===== src/rtl/mem_access_unit_if.sv =====
// Bus bundle between the control unit / RAM side and the memory access unit.
// The slave modport is the unit itself; the master modport is whatever drives it.
interface mem_access_unit_if #(
  parameter int ADDR_W = 9
);
  logic [31:0]       BusMuxOut;
  logic              MARin;
  logic              MDRin;
  logic              MD_Read;
  logic              ReadRAM;
  logic              WriteRAM;
  logic              ErrClr;
  logic [31:0]       MemDataIn;
  logic              MemReady;
  logic [ADDR_W-1:0] MemAddr;
  logic [31:0]       MemDataOut;
  logic              MemRd;
  logic              MemWr;
  logic [31:0]       MDRdata;
  logic              MemBusy;
  logic              MemDone;
  logic              MemErr;

  modport master (
    output BusMuxOut, MARin, MDRin, MD_Read, ReadRAM, WriteRAM, ErrClr,
           MemDataIn, MemReady,
    input  MemAddr, MemDataOut, MemRd, MemWr, MDRdata, MemBusy, MemDone, MemErr
  );

  modport slave (
    input  BusMuxOut, MARin, MDRin, MD_Read, ReadRAM, WriteRAM, ErrClr,
           MemDataIn, MemReady,
    output MemAddr, MemDataOut, MemRd, MemWr, MDRdata, MemBusy, MemDone, MemErr
  );
endinterface


===== src/rtl/mem_access_unit.sv =====
// MAR/MDR pair plus a small handshake FSM that runs one RAM read or write at a
// time, with a bounded wait for MemReady and a sticky error flag.
module mem_access_unit #(
  parameter int ADDR_W  = 9,
  parameter int TIMEOUT = 15
) (
  input logic              Clock,
  input logic              Reset,
  mem_access_unit_if.slave bus
);

  localparam int               CNT_W    = $clog2(TIMEOUT + 1);
  localparam logic [CNT_W-1:0] CNT_LAST = CNT_W'(TIMEOUT - 1);

  typedef enum logic [1:0] {IDLE, RD_WAIT, WR_WAIT, DONE} state_e;

  state_e            state_q;
  logic [ADDR_W-1:0] mar_q;
  logic [31:0]       mdr_q;
  logic [CNT_W-1:0]  cnt_q;
  logic              rd_q;
  logic              wr_q;
  logic              busy_q;
  logic              done_q;
  logic              err_q;

  logic              waiting;
  logic              timeout;
  logic              req_any;
  logic              req_clash;
  logic              err_d;
  logic [31:0]       mdr_load_d;

  always_comb begin
    waiting    = (state_q == RD_WAIT) || (state_q == WR_WAIT);
    timeout    = waiting && !bus.MemReady && (cnt_q == CNT_LAST);
    req_any    = bus.ReadRAM || bus.WriteRAM;
    req_clash  = bus.ReadRAM && bus.WriteRAM;
    mdr_load_d = bus.MD_Read ? bus.MemDataIn : bus.BusMuxOut;
    // Any new error outranks a clear arriving in the same cycle.
    err_d = err_q;
    if (bus.ErrClr)
      err_d = 1'b0;
    if (timeout || ((state_q == IDLE) ? req_clash : req_any))
      err_d = 1'b1;
  end

  always_ff @(posedge Clock or posedge Reset) begin
    if (Reset) begin
      state_q <= IDLE;
      mar_q   <= '0;
      mdr_q   <= '0;
      cnt_q   <= '0;
      rd_q    <= 1'b0;
      wr_q    <= 1'b0;
      busy_q  <= 1'b0;
      done_q  <= 1'b0;
      err_q   <= 1'b0;
    end else begin
      done_q <= 1'b0;
      err_q  <= err_d;

      // Address and data registers are frozen while an access is in flight.
      if (!waiting) begin
        if (bus.MARin)
          mar_q <= bus.BusMuxOut[ADDR_W-1:0];
        if (bus.MDRin)
          mdr_q <= mdr_load_d;
      end

      case (state_q)
        IDLE: begin
          if (bus.ReadRAM && !bus.WriteRAM) begin
            state_q <= RD_WAIT;
            rd_q    <= 1'b1;
            busy_q  <= 1'b1;
            cnt_q   <= '0;
          end else if (bus.WriteRAM && !bus.ReadRAM) begin
            state_q <= WR_WAIT;
            wr_q    <= 1'b1;
            busy_q  <= 1'b1;
            cnt_q   <= '0;
          end
        end

        RD_WAIT, WR_WAIT: begin
          if (bus.MemReady || timeout) begin
            if (bus.MemReady && (state_q == RD_WAIT))
              mdr_q <= bus.MemDataIn;
            state_q <= DONE;
            rd_q    <= 1'b0;
            wr_q    <= 1'b0;
            done_q  <= 1'b1;
          end else begin
            cnt_q <= cnt_q + CNT_W'(1);
          end
        end

        default: begin
          state_q <= IDLE;
          busy_q  <= 1'b0;
        end
      endcase
    end
  end

  assign bus.MemAddr    = mar_q;
  assign bus.MemDataOut = mdr_q;
  assign bus.MDRdata    = mdr_q;
  assign bus.MemRd      = rd_q;
  assign bus.MemWr      = wr_q;
  assign bus.MemBusy    = busy_q;
  assign bus.MemDone    = done_q;
  assign bus.MemErr     = err_q;

endmodule


===== src/flat_wrapper.sv =====
// flat-port wrapper written by rule: the top's interface ports become plain ports
module mem_access_unit_flat 
#(
  parameter int ADDR_W  = 9,
  parameter int TIMEOUT = 15
)
  (Clock, Reset, bus_BusMuxOut, bus_MARin, bus_MDRin, bus_MD_Read, bus_ReadRAM, bus_WriteRAM, bus_ErrClr, bus_MemDataIn, bus_MemReady, bus_MemAddr, bus_MemDataOut, bus_MemRd, bus_MemWr, bus_MDRdata, bus_MemBusy, bus_MemDone, bus_MemErr);
  mem_access_unit_if #(.ADDR_W(ADDR_W)) bus_i ();
  input logic Clock;
  input logic Reset;
  input wire logic [$bits(bus_i.BusMuxOut)-1:0] bus_BusMuxOut;
  input wire logic [$bits(bus_i.MARin)-1:0] bus_MARin;
  input wire logic [$bits(bus_i.MDRin)-1:0] bus_MDRin;
  input wire logic [$bits(bus_i.MD_Read)-1:0] bus_MD_Read;
  input wire logic [$bits(bus_i.ReadRAM)-1:0] bus_ReadRAM;
  input wire logic [$bits(bus_i.WriteRAM)-1:0] bus_WriteRAM;
  input wire logic [$bits(bus_i.ErrClr)-1:0] bus_ErrClr;
  input wire logic [$bits(bus_i.MemDataIn)-1:0] bus_MemDataIn;
  input wire logic [$bits(bus_i.MemReady)-1:0] bus_MemReady;
  output wire logic [$bits(bus_i.MemAddr)-1:0] bus_MemAddr;
  output wire logic [$bits(bus_i.MemDataOut)-1:0] bus_MemDataOut;
  output wire logic [$bits(bus_i.MemRd)-1:0] bus_MemRd;
  output wire logic [$bits(bus_i.MemWr)-1:0] bus_MemWr;
  output wire logic [$bits(bus_i.MDRdata)-1:0] bus_MDRdata;
  output wire logic [$bits(bus_i.MemBusy)-1:0] bus_MemBusy;
  output wire logic [$bits(bus_i.MemDone)-1:0] bus_MemDone;
  output wire logic [$bits(bus_i.MemErr)-1:0] bus_MemErr;
  assign bus_i.BusMuxOut = bus_BusMuxOut;
  assign bus_i.MARin = bus_MARin;
  assign bus_i.MDRin = bus_MDRin;
  assign bus_i.MD_Read = bus_MD_Read;
  assign bus_i.ReadRAM = bus_ReadRAM;
  assign bus_i.WriteRAM = bus_WriteRAM;
  assign bus_i.ErrClr = bus_ErrClr;
  assign bus_i.MemDataIn = bus_MemDataIn;
  assign bus_i.MemReady = bus_MemReady;
  assign bus_MemAddr = bus_i.MemAddr;
  assign bus_MemDataOut = bus_i.MemDataOut;
  assign bus_MemRd = bus_i.MemRd;
  assign bus_MemWr = bus_i.MemWr;
  assign bus_MDRdata = bus_i.MDRdata;
  assign bus_MemBusy = bus_i.MemBusy;
  assign bus_MemDone = bus_i.MemDone;
  assign bus_MemErr = bus_i.MemErr;
  mem_access_unit #(.ADDR_W(ADDR_W), .TIMEOUT(TIMEOUT)) u_core (.Clock(Clock), .Reset(Reset), .bus(bus_i));
endmodule

===== config.mk =====
export PLATFORM = sky130hd
export DESIGN_NAME = mem_access_unit_flat
export DESIGN_NICKNAME = d
export VERILOG_FILES = /design/src/rtl/mem_access_unit_if.sv /design/src/rtl/mem_access_unit.sv /design/src/flat_wrapper.sv
export SDC_FILE = /design/constraint.sdc
export NUM_CORES = 1
export LEC_CHECK = 0
export CAP_MARGIN = 20
export CORE_ASPECT_RATIO = 0.9
export CORE_MARGIN = 2
export CORE_UTILIZATION = 40
export CTS_BUF_LIST = sky130_fd_sc_hd__clkbuf_8
export DETAILED_ROUTE_END_ITERATION = 10
export GPL_ROUTABILITY_DRIVEN = 0
export PLACE_DENSITY = 0.88
export SLEW_MARGIN = 40
export SYNTH_ARGS = -nofsm -noshare
export SYNTH_HDL_FRONTEND = slang
export SYNTH_SLANG_ARGS = --single-unit
export TNS_END_PERCENT = 10

===== constraint.sdc =====
create_clock -name Clock -period 2.05 [get_ports Clock]
set_clock_uncertainty 0.05 [all_clocks]
set_input_delay 0.41 -clock Clock [delete_from_list [all_inputs] [get_ports Clock]]
set_output_delay 0.41 -clock Clock [all_outputs]
set_load 0.01 [all_outputs]

== Word-level counts from Yosys, hierarchy flattened ==
Cells that the tools add are included.

* Bits in registers: 52
* Bits of input ports: 73
* Output and inout bits: 78
* Word-level logic and storage cells: 71

* Add/subtract/negate cells: 1
* Equality and inequality tests: 9
* Multiplexer cells: 27
* Bitwise logic cells: 2
* Reduce and logical (&&, ||, !) cells: 23

{| class="wikitable"
|+ Operator list
! operator !! count
|-
| 2-to-1 mux 32 bit || 6
|-
| 2-to-1 mux 4 bit || 3
|-
| 2-to-1 mux 1 bit || 10
|-
| != test 2 bit (second input constant) || 4
|-
| case mux 4 bit (2 select lines) || 1
|-
| logical AND 1 bit || 6
|-
| 2-to-1 mux 2 bit || 3
|-
| case mux 1 bit (2 select lines) || 3
|-
| AND reduction 2 bit || 3
|-
| AND reduction 3 bit || 2
|-
| adder 4 x 1 -> 4 bit (second input constant) || 1
|-
| equality test 4 bit (second input constant) || 1
|-
| logical OR 1 bit || 4
|-
| case mux 2 bit (2 select lines) || 1
|-
| AND reduction 4 bit || 1
|-
| nonzero test 2 bit || 2
|-
| zero test 1 bit || 3
|-
| != test 3 bit (second input constant) || 1
|-
| equality test 2 x 1 -> 1 bit (second input constant) || 1
|-
| equality test 2 bit (second input constant) || 1
|-
| zero test 2 bit || 1
|-
| != test 2 x 1 -> 1 bit (second input constant) || 1
|-
| inverter 1 bit || 2
|-
| OR reduction 2 bit || 1
|}

== Logic depth before layout (Yosys ltp) ==
* Depth after elaboration: 7
* Gate-level depth with buffers: 7
* Gate-level depth less buffers: 5

== Worst setup path after synthesis ==
No wires, ideal clock.

* Path type: flip-flop to flip-flop
* Start point: reg u_core.state_q[0]
* End point: reg u_core.mdr_q[10] (netlist: u_core.bus.MDRdata[10])
* Setup time: 0.125 ns
* Arrival time: 1.709 ns
* Required time: 1.875 ns
* Setup slack: 0.166 ns
* Cell stages (with the launch flop): 8
* Path buffers: 2
* Clock period less this slack: 1.884 ns
* Path through: dfrtp_1 inv_1 ha_1 nand2b_1 buf_6 buf_6 mux2_4 mux2_4

* Longest elaborated chain between the ends: 7
* Elaborated cells on any way between the ends: 12
* Classes of those cells: eq/ne (2); mux (4); reduce/logical (6)

{| class="wikitable"
|+ RTL lines
! element !! RTL line !! source
|-
| start, declared || mem_access_unit.sv:17 || <nowiki>state_e state_q;</nowiki>
|-
| start signal, assigned || mem_access_unit.sv:50 || <nowiki>state_q <= IDLE;</nowiki>
|-
| start signal, assigned || mem_access_unit.sv:74 || <nowiki>state_q <= RD_WAIT;</nowiki>
|-
| start signal, assigned || mem_access_unit.sv:79 || <nowiki>state_q <= WR_WAIT;</nowiki>
|-
| equality test 2 x 1 -> 1 bit or equality test 2 bit (tied branches) || mem_access_unit.sv:35, mem_access_unit.sv:71, mem_access_unit.sv:88 ||
|-
| logical OR 1 bit || mem_access_unit.sv:35 || <nowiki>waiting = (state_q == RD_WAIT) || (state_q == WR_WAIT);</nowiki>
|-
| logical AND 1 bit (2 in series) || mem_access_unit.sv:36 || <nowiki>timeout = waiting && !bus.MemReady && (cnt_q == CNT_LAST);</nowiki>
|-
| logical OR 1 bit || mem_access_unit.sv:87 || <nowiki>if (bus.MemReady || timeout) begin</nowiki>
|-
| 2-to-1 mux 32 bit || mem_access_unit.sv:87 ||
|-
| 2-to-1 mux 32 bit (*) || mem_access_unit.sv:71 || <nowiki>case (state_q)</nowiki>
|-
| end signal, assigned || mem_access_unit.sv:68 || <nowiki>mdr_q <= mdr_load_d;</nowiki>
|-
| end signal, assigned || mem_access_unit.sv:89 || <nowiki>mdr_q <= bus.MemDataIn;</nowiki>
|-
| end, declared || mem_access_unit.sv:19 || <nowiki>logic [31:0] mdr_q;</nowiki>
|}

Mark *: on every way between the ends. The rest lies on a longest branch, timed or not.
A chain may end at the register's enable or synchronous reset.

== Worst setup path after layout ==
* Start point: reg u_core.state_q[1]
* End point: reg u_core.mdr_q[14] (netlist: u_core.bus.MDRdata[14])

The elaborated chain is that of the path after synthesis.

==> flow_summary.json <==
{
  "place_inst": 451,
  "syn_to_final_growth_pct": 50.5,
  "clk_pin_slew_ns": 0.10,
  "cts-root-buf": "clkbuf_8",
  "hold_path.class": "in2async",
  "synth_nets": 315,
  "critPathMaxFanout": 21,
  "num_rows": 30,
  "finalSetupViolCount": 0,
  "synth_area_per_cell_um2": 13.5,
  "vias": 2226,
  "slew_violations": 0,
  "netlist.area_leader.share": 0.414,
  "leakage_nw": 2.19,
  "h-tree-depth": 2,
  "fin_crit_ns": 1.95,
  "globalRoute.totalOverflow": 0,
  "grt.total_usage": 0.169,
  "setup_slack_ns": 0.0982,
  "yosys_warnings": 0,
  "die_area_um2": 8580,
  "pre_cts_slack_ns": -0.125,
  "drive_above_1_share": 0.242,
  "max-vdd-ir-drop_v": 0.000718,
  "yosys-top-cells-count": "mux2_4, dfrtp_1, buf_4",
  "ys_top_cells_by_area": "dfrtp_1, mux2_4, buf_4, mux2_1, ha_1",
  "final.period_utilization": 0.952,
  "status": "complete, no violations",
  "yosys_register_bits": 52,
  "ys_seq_area_frac": 0.414,
  "hold_buffers": 0,
  "cp_data_required_time_ns": 2.18,
  "dp_hpwl_mm": 5.73,
  "hold_ws_ns": 0.387,
  "clock-sinks": 52,
  "rsz0062_at_grt": "false",
  "use_met1": 0.213,
  "max-cap-violations": 0,
  "clk_latency_ns": 0.30,
  "synth_edf_count": 0,
  "wire_per_inst_um": 16.2,
  "first_pass_iters": 4,
  "ant_nets": 0,
  "grt_max_degree": 32,
  "core_area_um2": 7580,
  "antenna_found_initial": 0,
  "ios": 151,
  "post_cts_buffers": 0,
  "path_class": "reg2reg",
  "fin_cells": 459,
  "grt_pass1_vias": 2299,
  "slew_headroom": 0.674,
  "syn-cell-area_um2": 3140,
  "power_mw": 7.93,
  "met3_usage": 0.0431,
  "cp_cell_sequence": "inv_1 -> ha_1 -> nand2b_2 -> buf_12 -> mux2_4 -> mux2_4",
  "power_density_nw_per_um2": 1680,
  "grt_pass1_wl_mm": 11.7,
  "die_w_um": 97.4,
  "synth_cell_types": 36,
  "netlist_instances": 233,
  "async_flop_share": 1.00,
  "worst_slew_pin_slew_ns": 0.489,
  "insertedDiodeCount": 0,
  "cts_buffers": 5,
  "crit_top_cell": "mux2_4",
  "wl_mm": 7.43,
  "die_h_um": 88.1,
  "startpoint_type": "flip-flop",
  "io_buffers": 150,
  "post-synth-top-count-cell": "mux2_4",
  "cts_tree": "built",
  "worst_path_largest_cell_delay_ns": 0.40,
  "synth_ff_type": "dfrtp_1",
  "first_iter_violations": 34,
  "ctsLongestPathBuffers": 2,
  "start_util": 0.415,
  "synth_area_leader_cell": "dfrtp_1",
  "fmax_mhz": 512,
  "hold_viol": 0,
  "via_per_inst": 4.85,
  "top_usage_layer": "met2",
  "ctsResizeCount": 0,
  "nNetsFinal": 444,
  "met2_usage": 0.301,
  "detail_route.drc_violations": 0,
  "fillers": 584,
  "endpoint_kind": "flip-flop",
  "slowest_stage": "dfrtp_1",
  "cp.arrival_ns": 2.09
}
==> placed cells by master (no fill, tap or decap), types with 2 or more instances in the layout <==
| cell type | count |
|---|---|
| a21oi_1 | 4 |
| nand3_1 | 2 |
| inv_1 | 10 |
| nor2b_1 | 4 |
| a31oi_1 | 3 |
| clkbuf_8 | 5 |
| mux2_4 | 60 |
| inv_2 | 2 |
| a211oi_1 | 2 |
| nor2_1 | 5 |
| ha_1 | 9 |
| nand2_1 | 3 |
| clkdlybuf4s50_1 | 150 |
| buf_12 | 5 |
| mux2_1 | 12 |
| dfrtp_1 | 52 |
| mux2_2 | 4 |
| buf_4 | 8 |
| nand2b_1 | 2 |
==> cells by family (layout without fill, tap and decap cells) <==
logic type | count (synthesis) | after routing | share of synthesized area
flops | 52 | 52 | 0.414
compound gates | 23 | 23 | 0.0557
mux | 77 | 77 | 0.347
simple gates | 20 | 20 | 0.0330
fa+ha+maj | 9 | 9 | 0.0358
buf+inv | 52 | 182 | 0.114
==> sequential cells by signal (all words and copies together), names as in the netlist <==
register	flops
u_core.state_q	2
u_core.bus.MemDone	1
u_core.bus.MemRd	1
u_core.bus.MemAddr	9
u_core.bus.MemErr	1
u_core.bus.MemBusy	1
u_core.cnt_q	4
u_core.bus.MDRdata	32
u_core.bus.MemWr	1
==> area by class of cell <==
class                   instances  area, um2  area share
inverters                      11       41.3     0.00873
clock inverters                 3       42.5     0.00899
well taps                      96        120      0.0254
flip-flops and latches         52       1300       0.275
multi-input cells             129       1490       0.316
clock buffers                   5       68.8      0.0146
repair buffers                163       1660       0.351
==> where the power goes <==
part	switching [mW]	internal, mW	total [mW]
logic	1.90	3.37	5.27
clock network	0.344	0.364	0.709
registers	0.394	1.56	1.96
total	2.64	5.30	7.93
==> layer usage <==
| metal | vias to the layer above | share of wire |
|---|---|---|
| li1 | 1041 | - |
| met2 | 95 | 0.51 |
| met1 | 1086 | 0.42 |
| met4 | 0 | 0.0043 |
| met3 | 4 | 0.060 |
| met5 | - | 0 |
==> stage by stage <==
step / setup TNS, ns / utilization / area, um2
floorplan: 0 / - / 3140
global placement: -0.125 / 0.609 / 4620
detailed placement: -0.442 / 0.609 / 4620
CTS: 0 / 0.624 / 4730
global route: 0 / 0.624 / 4730
finish: 0 / 0.624 / 4730
==> critical path, delay by kind of cell (launching register included) <==
| family | cells | cell delay [ns] |
|---|---|---|
| fa+ha+maj | 1 | 0.28 |
| buf+inv | 2 | 0.29 |
| flops | 1 | 0.40 |
| mux | 2 | 0.57 |
| simple gates | 1 | 0.24 |
==> path summary, 6_finish.rpt <==
path	startpoint	endpoint	slack (ns)	cells past startpoint
worst min register to register	u_core.bus.MemAddr[7]	u_core.bus.MemAddr[7]	0.46	1
worst max-delay path	u_core.state_q[1]	u_core.bus.MDRdata[14]	0.1	6
min in group Clock	u_core.bus.MemAddr[7]	u_core.bus.MemAddr[7]	0.46	1
worst max register to register	u_core.state_q[1]	u_core.bus.MDRdata[14]	0.1	6
max in group asynchronous	Reset	u_core.bus.MDRdata[5]	1.03	3
worst min-delay path	Reset	u_core.bus.MDRdata[25]	0.39	2
Note: power is estimated with default switching activity, not from simulation.
